<file path="src/rtl/mem_arbiter_pkg.sv">
// Shared types for the learning-memory arbiter: word width, FSM encoding, index helper.
// Pure declarations; no latency or backpressure of its own.
package mem_arbiter_pkg;

    localparam int WORD_WIDTH = 16;
    localparam int ID_W       = 3;

    typedef enum logic [1:0] {
        IDLE    = 2'd0,
        OWN     = 2'd1,
        RELEASE = 2'd2
    } arb_state_t;

    function automatic logic [ID_W-1:0] wrap_inc(input logic [ID_W-1:0] idx, input int n);
        return (int'(idx) + 1 >= n) ? '0 : idx + 1'b1;
    endfunction

endpackage

</file>
<file path="src/rtl/mem_arbiter_rr_pick.sv">
// Combinational round-robin pick: first set req bit at or after ptr, wrapping mod N.
// Zero latency; no backpressure, vld low when nothing requests.
module rr_pick #(
    parameter int N     = 4,
    parameter int IDX_W = 3
) (
    input  logic [N-1:0]     req,
    input  logic [IDX_W-1:0] ptr,
    output logic             vld,
    output logic [N-1:0]     oh,
    output logic [IDX_W-1:0] idx
);

    // Walk the rotation backwards so the last hit written is the closest to ptr.
    always_comb begin
        vld = 1'b0;
        oh  = '0;
        idx = '0;
        for (int k = N - 1; k >= 0; k--) begin
            int j;
            j = int'(ptr) + k;
            if (j >= N) j = j - N;
            if (req[j]) begin
                vld   = 1'b1;
                oh    = '0;
                oh[j] = 1'b1;
                idx   = IDX_W'(j);
            end
        end
    end

endmodule

</file>
<file path="src/rtl/mem_arbiter.sv">
// Round-robin owner arbitration of the single-port learning memory with hold watchdog.
// Grant one edge after req; owner holds the port until done/req drop/timeout, 2-cycle regrant gap.
module mem_arbiter #(
    parameter int NUM_REQ    = 4,
    parameter int WORD_WIDTH = mem_arbiter_pkg::WORD_WIDTH,
    parameter int MAX_HOLD   = 64,
    parameter int CNT_W      = 8
) (
    input  logic                          clock,
    input  logic                          nrst,
    input  logic [NUM_REQ-1:0]            req,
    input  logic [NUM_REQ-1:0]            done_in,
    input  logic [NUM_REQ*WORD_WIDTH-1:0] req_addr,
    input  logic [NUM_REQ*WORD_WIDTH-1:0] req_wdata,
    input  logic [NUM_REQ-1:0]            req_wr,
    input  logic                          clr_err,
    output logic [NUM_REQ-1:0]            gnt,
    output logic [2:0]                    grant_id,
    output logic                          busy,
    output logic [WORD_WIDTH-1:0]         mem_addr,
    output logic [WORD_WIDTH-1:0]         mem_wdata,
    output logic                          mem_wr,
    input  logic [WORD_WIDTH-1:0]         mem_rdata,
    output logic [WORD_WIDTH-1:0]         rdata,
    output logic                          timeout_err,
    output logic [2:0]                    err_id
);

    import mem_arbiter_pkg::*;

    arb_state_t        state;
    logic [ID_W-1:0]   rr_ptr;
    logic [CNT_W-1:0]  hold_cnt;
    logic              pick_vld;
    logic [NUM_REQ-1:0] pick_oh;
    logic [ID_W-1:0]   pick_idx;
    logic              owner_release;
    logic              hold_expired;

    rr_pick #(
        .N     (NUM_REQ),
        .IDX_W (ID_W)
    ) u_pick (
        .req (req),
        .ptr (rr_ptr),
        .vld (pick_vld),
        .oh  (pick_oh),
        .idx (pick_idx)
    );

    // gnt is one-hot only in OWN, so masking with it selects the owner and ignores everyone else.
    assign owner_release = |(gnt & done_in) | ~|(gnt & req);
    assign hold_expired  = (hold_cnt == CNT_W'(MAX_HOLD - 1));
    assign mem_wr        = |(gnt & req_wr);
    assign rdata         = mem_rdata;

    always_comb begin
        mem_addr  = '0;
        mem_wdata = '0;
        for (int i = 0; i < NUM_REQ; i++) begin
            if (gnt[i]) begin
                mem_addr  = mem_addr  | req_addr[i*WORD_WIDTH +: WORD_WIDTH];
                mem_wdata = mem_wdata | req_wdata[i*WORD_WIDTH +: WORD_WIDTH];
            end
        end
    end

    always_ff @(posedge clock or posedge nrst) begin
        if (nrst) begin
            state       <= IDLE;
            rr_ptr      <= '0;
            hold_cnt    <= '0;
            gnt         <= '0;
            grant_id    <= '0;
            busy        <= 1'b0;
            timeout_err <= 1'b0;
            err_id      <= '0;
        end else begin
            if (clr_err) timeout_err <= 1'b0;
            case (state)
                IDLE: begin
                    if (pick_vld) begin
                        state    <= OWN;
                        gnt      <= pick_oh;
                        grant_id <= pick_idx;
                        hold_cnt <= '0;
                        busy     <= 1'b1;
                    end
                end
                OWN: begin
                    if (owner_release || hold_expired) begin
                        state  <= RELEASE;
                        gnt    <= '0;
                        rr_ptr <= wrap_inc(grant_id, NUM_REQ);
                        // A release landing on the expiry cycle is a clean release.
                        if (!owner_release) begin
                            timeout_err <= 1'b1;
                            err_id      <= grant_id;
                        end
                    end else begin
                        hold_cnt <= hold_cnt + 1'b1;
                    end
                end
                RELEASE: begin
                    state <= IDLE;
                    busy  <= 1'b0;
                end
                default: state <= IDLE;
            endcase
        end
    end

endmodule

</file>
<file path="config.mk">
export PLATFORM = sky130hd
export DESIGN_NAME = mem_arbiter
export DESIGN_NICKNAME = d
export VERILOG_FILES = /design/src/rtl/mem_arbiter_pkg.sv /design/src/rtl/mem_arbiter_rr_pick.sv /design/src/rtl/mem_arbiter.sv
export SDC_FILE = /design/constraint.sdc
export NUM_CORES = 1
export LEC_CHECK = 0
export CAP_MARGIN = 20
export CORE_UTILIZATION = 36
export CTS_BUF_LIST = sky130_fd_sc_hd__clkbuf_4
export DETAILED_ROUTE_END_ITERATION = 6
export PLACE_DENSITY = 0.89
export SYNTH_ARGS = -nofsm -noshare
export SYNTH_HDL_FRONTEND = slang
export SYNTH_HIERARCHICAL = 1
export SYNTH_SLANG_ARGS = --single-unit
</file>
<file path="constraint.sdc">
create_clock -name clock -period 4.85 [get_ports clock]
set_input_delay 0.7275 -clock clock [delete_from_list [all_inputs] [get_ports clock]]
set_output_delay 0.7275 -clock clock [all_outputs]
set_load 0.1 [all_outputs]
</file>
# Yosys cells after proc, flatten, opt, wreduce, memory -nomap -nowiden
# Index checks and enable logic that the tools add are counted.
# word_totals
regBits	25
# op_classes
add_sub_neg	10
n_lt_le_gt_ge	13
eq_ne	6
muxes	60
bitwise	11
reduce_logical	19
# ops
operator	n
$ge A32 B1 Y1 const B	4
$lt A32 B4 Y1 const B	4
$mux W16	8
$mux W32	4
$ge A32 B4 Y1 const B	3
$or A16 B16 Y16	6
$sub A32 B4 Y32 const B	3
$mux W4	6
$mux W1	21
$mux W8	2
$pmux W8 S2	1
$mux W3	5
$and A4 B4 Y4	3
$reduce_or A4 Y1	3
$reduce_and A3 Y1	3
$add A3 B1 Y4 const B	2
$add A3 B2 Y4 const B	2
$add A8 B1 Y8 const B	1
$bmux W1 S2	4
$demux W1 S2	4
$eq A8 B6 Y1 const B	1
$pmux W4 S2	1
$reduce_and A2 Y1	4
$ne A2 B2 Y1 const B	3
16 further kinds	21

# Depth between registers and ports, before layout
# logic_depth
ltp_word	13
mapped_depth	11
depth_no_buf	8

# Modules after synthesis
# Netlist, hierarchy kept.
# modules_own_cells
module	n_inst	cells_per_inst	area_each_um2	seq_area_each_um2
mem_arbiter	1	249	2018.2	625.6
rr_pick	1	69	581.8	0.0

# Least setup slack after synthesis
# OpenSTA, ideal clock, no wires.
# synth_path
path_kind	reg2reg
startpoint	register rr_ptr[0]
endpoint	register hold_cnt[0]
setup_ns	0.083
t_arrival_ns	2.964
t_required_ns	4.767
slack_ns	1.803
stages_incl_launch_ff	12
n_path_buf	3
path_cell_list	dfrtp_1 -> buf_6 -> clkbuf_1 -> inv_1 -> ha_1 -> mux4_2 -> or2_4 -> or3_1 -> nand3b_1 -> clkbuf_1 -> o21ai_1 -> o21ai_0
# synth_between
elab_chain_cells	12
word_cells_on_any_way	33
classes_between	add/sub: 7; order compare: 4; eq/ne: 1; mux: 20; reduce/logical: 1
# synth_rtl
element	line	source
from (decl)	mem_arbiter.sv:32	logic [ID_W-1:0] rr_ptr;
from (signal assigned)	mem_arbiter.sv:94	rr_ptr <= wrap_inc(grant_id, NUM_REQ);
$add A3 B2 Y4	mem_arbiter_rr_pick.sv:21	j = int'(ptr) + k;
$sub A32 B4 Y32 / $ge A32 B4 Y1 (equally long branches)	mem_arbiter_rr_pick.sv:22	if (j >= N) j = j - N;
$mux W32	mem_arbiter_rr_pick.sv:22	
$bmux W1 S2	mem_arbiter_rr_pick.sv:23	if (req[j]) begin
$mux W1 (implied by the code) (2 in a row)	mem_arbiter_rr_pick.sv:23	
$mux W1 (3 in a row)	mem_arbiter_rr_pick.sv:23	
$mux W1 *	mem_arbiter_rr_pick.sv:23	
named net pick_vld	mem_arbiter.sv:34	logic pick_vld;
$ne A2 B2 Y1 (no line) *	-	
$reduce_and A3 Y1 (no line) *	-	
to (signal assigned)	mem_arbiter.sv:101	hold_cnt <= hold_cnt + 1'b1;
to (decl)	mem_arbiter.sv:33	logic [CNT_W-1:0] hold_cnt;
# Mark *: on every way through the listed nets, which the timed path passes. The rest lies on a longest branch. The select of a mux whose other input is x is not followed.
# A chain may end at the register's enable or synchronous reset.

# Worst setup path after layout
# layout_path
startpoint	register gnt[3]
endpoint	output mem_wdata[9]
# layout_between
elab_chain_cells	1
# layout_rtl
element	line	source
from (decl)	mem_arbiter.sv:17	output logic [NUM_REQ-1:0] gnt,
from (signal assigned)	mem_arbiter.sv:84	gnt <= pick_oh;
$mux W16	mem_arbiter.sv:61	if (gnt[i]) begin
to (decl)	mem_arbiter.sv:21	output logic [WORD_WIDTH-1:0] mem_wdata,
# Every way passes these cells.

==> results.yml <==
run:
  cap_violations: 0
place:
  port_buffers: 187
  dp_cells: 567
  dp_hpwl_um: 8330
  finalWeightedCongestion: 0.914
logic_synthesis:
  yosysUniqueCellTypes: 55
  ys_ff_latch: 25
  yosys_warnings: 6
  syn_avg_cell_area_um2: 8.18
  synth_ff_type: "dfrtp_1"
  seq_area_frac_synth: 0.241
  syn-num-nets: 491
  async_flop_share: 1.00
  synth_area_um2: 2600
  synth_edf_count: 0
  syn_inst: 318
floorplan:
  die_area_um2: 7570
  core_um2: 6870
  start_util: 0.379
  die_y_um: 87.0
  ios: 220
  rows: 30
  die_w_um: 87.0
clocking:
  cts_max_path_buffers: 2
  htreeDepth: 1
  cts-buffers-inserted: 3
  post-cts-setup-buffers: 0
  post_cts_resized: 0
  cts_num_sinks: 25
  holdBufCountCts: 0
  cts_tree: "done"
  cts_root_buf: "clkbuf_4"
  clk_pin_slew_ns: 0.13
  clk_latency_ns: 0.31
power:
  ir_worst_vdd_mv: 0.435
  power_density_nw_per_um2: 711
  power.total_mw: 3.15
  p_leak_nw: 1.81
detailed_routing:
  first_pass_iters: 5
  ant_nets: 0
  wl_um: 10300
  drtIter0Drc: 97
  drc: 0
  viasPerCell: 5.62
  avgRoutedWirePerCell_um: 18.1
  vias: 3209
sta:
  tns_ns: 0
  max_freq_ghz: 0.267
  rsz0062_at_grt: "no"
  period_share: 0.772
  min_period_ns: 3.74
  skew_ns: 0.00339
  max_slew_margin: 0.334
  worstMarginPinSlew_ns: 0.996
  hold_viol: 0
  drv_slew: 0
  setup_violations: 0
critical_path:
  r2r_cells: 8
  crit_arrival_ns: 3.02
  critPathCaptureType: "output pin"
  path_max_fanout: 25
  ff2ff_setup_slack_ns: 1.52
  start_kind: "flip-flop"
  critPathRequiredTime_ns: 4.12
  crit_type: "reg2out"
grt:
  grt_overflow: 0
  grt_pass1_vias: 3131
  grt_antenna_before_repair: 4
  grt_max_degree: 30
  grt_pass1_wl_um: 15400
  track_usage: 0.260
worst_hold_path:
  hold_depth: 1
  hold_class: "reg2reg"
layout:
  layout-drive-gt1-share: 0.0505
  syn_to_final_growth_pct: 70.2
  fillerInstances: 599
  antennaDiodeCount: 0
  nNetsFinal: 649
  instances_no_fill: 571
status:
  outcome: "complete, no violations"
## Yosys cell counts (all sizes together), types with 2 or more instances
| cell | number | area, µm² |
|---|---|---|
| ha | 14 | 175 |
| a22o | 3 | 26.3 |
| dfrtp | 25 | 626 |
| nand2b | 2 | 12.5 |
| nand2 | 54 | 203 |
| a21oi | 7 | 35.0 |
| and3b | 2 | 18.8 |
| clkbuf | 13 | 48.8 |
| o211ai | 2 | 15.0 |
| or2 | 2 | 15.0 |
| inv | 13 | 48.8 |
| a221oi | 5 | 43.8 |
| a32oi | 2 | 17.5 |
| o21ai | 13 | 65.1 |
| a2bb2oi | 3 | 26.3 |
| mux4 | 4 | 90.1 |
| nand3 | 7 | 40.0 |
| mux2 | 5 | 60.1 |
| or3 | 3 | 18.8 |
| buf | 25 | 176 |
| nand3b | 3 | 26.3 |
| a22oi | 70 | 526 |
| nor3 | 4 | 20.0 |
| nor2 | 8 | 30.0 |
| a21boi | 3 | 22.5 |
| nor2b | 5 | 31.3 |
| nor3b | 2 | 15.0 |
## area by class of cell
type | count | area (µm²) | share of cell area
inverters | 13 | 48.8 | 0.0110
flip-flops and latches | 25 | 626 | 0.141
repair buffers | 191 | 1900 | 0.430
clock inverters | 1 | 5.00 | 0.00113
multi-input cells | 242 | 1700 | 0.384
clock buffers | 3 | 22.5 | 0.00509
well taps | 96 | 120 | 0.0271
## path summary, 6_finish.rpt
path,startpoint,endpoint
max,gnt[3]$_DFFE_PP0P_,mem_wdata[9]
min,state[1]$_DFFE_PP0P_,busy$_DFFE_PP0P_
max reg2reg,rr_ptr[0]$_DFFE_PP0P_,hold_cnt[4]$_DFFE_PP0P_
min reg2reg,state[1]$_DFFE_PP0P_,busy$_DFFE_PP0P_
max in group asynchronous,nrst,state[1]$_DFFE_PP0P_
min in group asynchronous,nrst,hold_cnt[3]$_DFFE_PP0P_
## layer usage
metal	global-route usage	up-vias	wire [µm]
li1	-	1490	-
met1	0.285	1517	3630
met2	0.465	150	5300
met3	0.0825	44	989
met4	0.100	8	370
met5	0	-	51
## layout by cell type (no fill, tap or decap), types with 4 or more instances in the layout
cell type	Yosys	final
mux2_2	4	4
buf_4	16	4
a221oi_1	5	5
dfrtp_1	25	25
nand2_1	54	54
mux4_2	4	4
ha_1	14	14
a21oi_1	7	7
nor2b_1	5	5
inv_1	13	13
nor2_1	8	8
o21ai_0	10	10
clkdlybuf4s50_1	0	187
a22oi_1	70	70
nand3_1	6	6
nor3_1	4	4
## metrics by stage
stage,hold slack [ns],area (µm²),util,worst slack (ns)
after floorplan,0.454,2600,-,1.80
after global placement,0.475,4400,0.640,1.45
after detailed placement,0.485,4400,0.640,1.47
after CTS,0.503,4420,0.644,1.11
after global routing,0.541,4420,0.644,0.966
final,0.518,4420,0.644,1.11
## critical path: stages, from the launching register on
cell and delay (ns):
dfrtp_1 1.01, buf_4 0.35, a22oi_1 0.12, nand2_1 0.09
clkdlybuf4s50_1 1.13
## cells by family after synthesis
kind of cell	count (synthesis)	synth area share
muxes	10	0.0616
AOI/OAI and AO/OA	118	0.331
xor gates and xnor gates	2	0.00674
buffers and inverters	51	0.105
DFF	25	0.241
adders and majority gates	14	0.0674
and+or+nand+nor	98	0.187
## state kept, by name, summed over array words and instances (netlist names)
signal,flops
hold_cnt,8
busy,1
rr_ptr,3
gnt,4
timeout_err,1
err_id,3
state,2
grant_id,3
## report_power, final
group	switching [mW]	internal, mW	total (mW)
Combinational	1.87	0.759	2.62
Clock	0.0618	0.0308	0.0926
Sequential	0.170	0.258	0.429
Total	2.10	1.05	3.15
No activity file was read; power rests on OpenSTA's default activity.
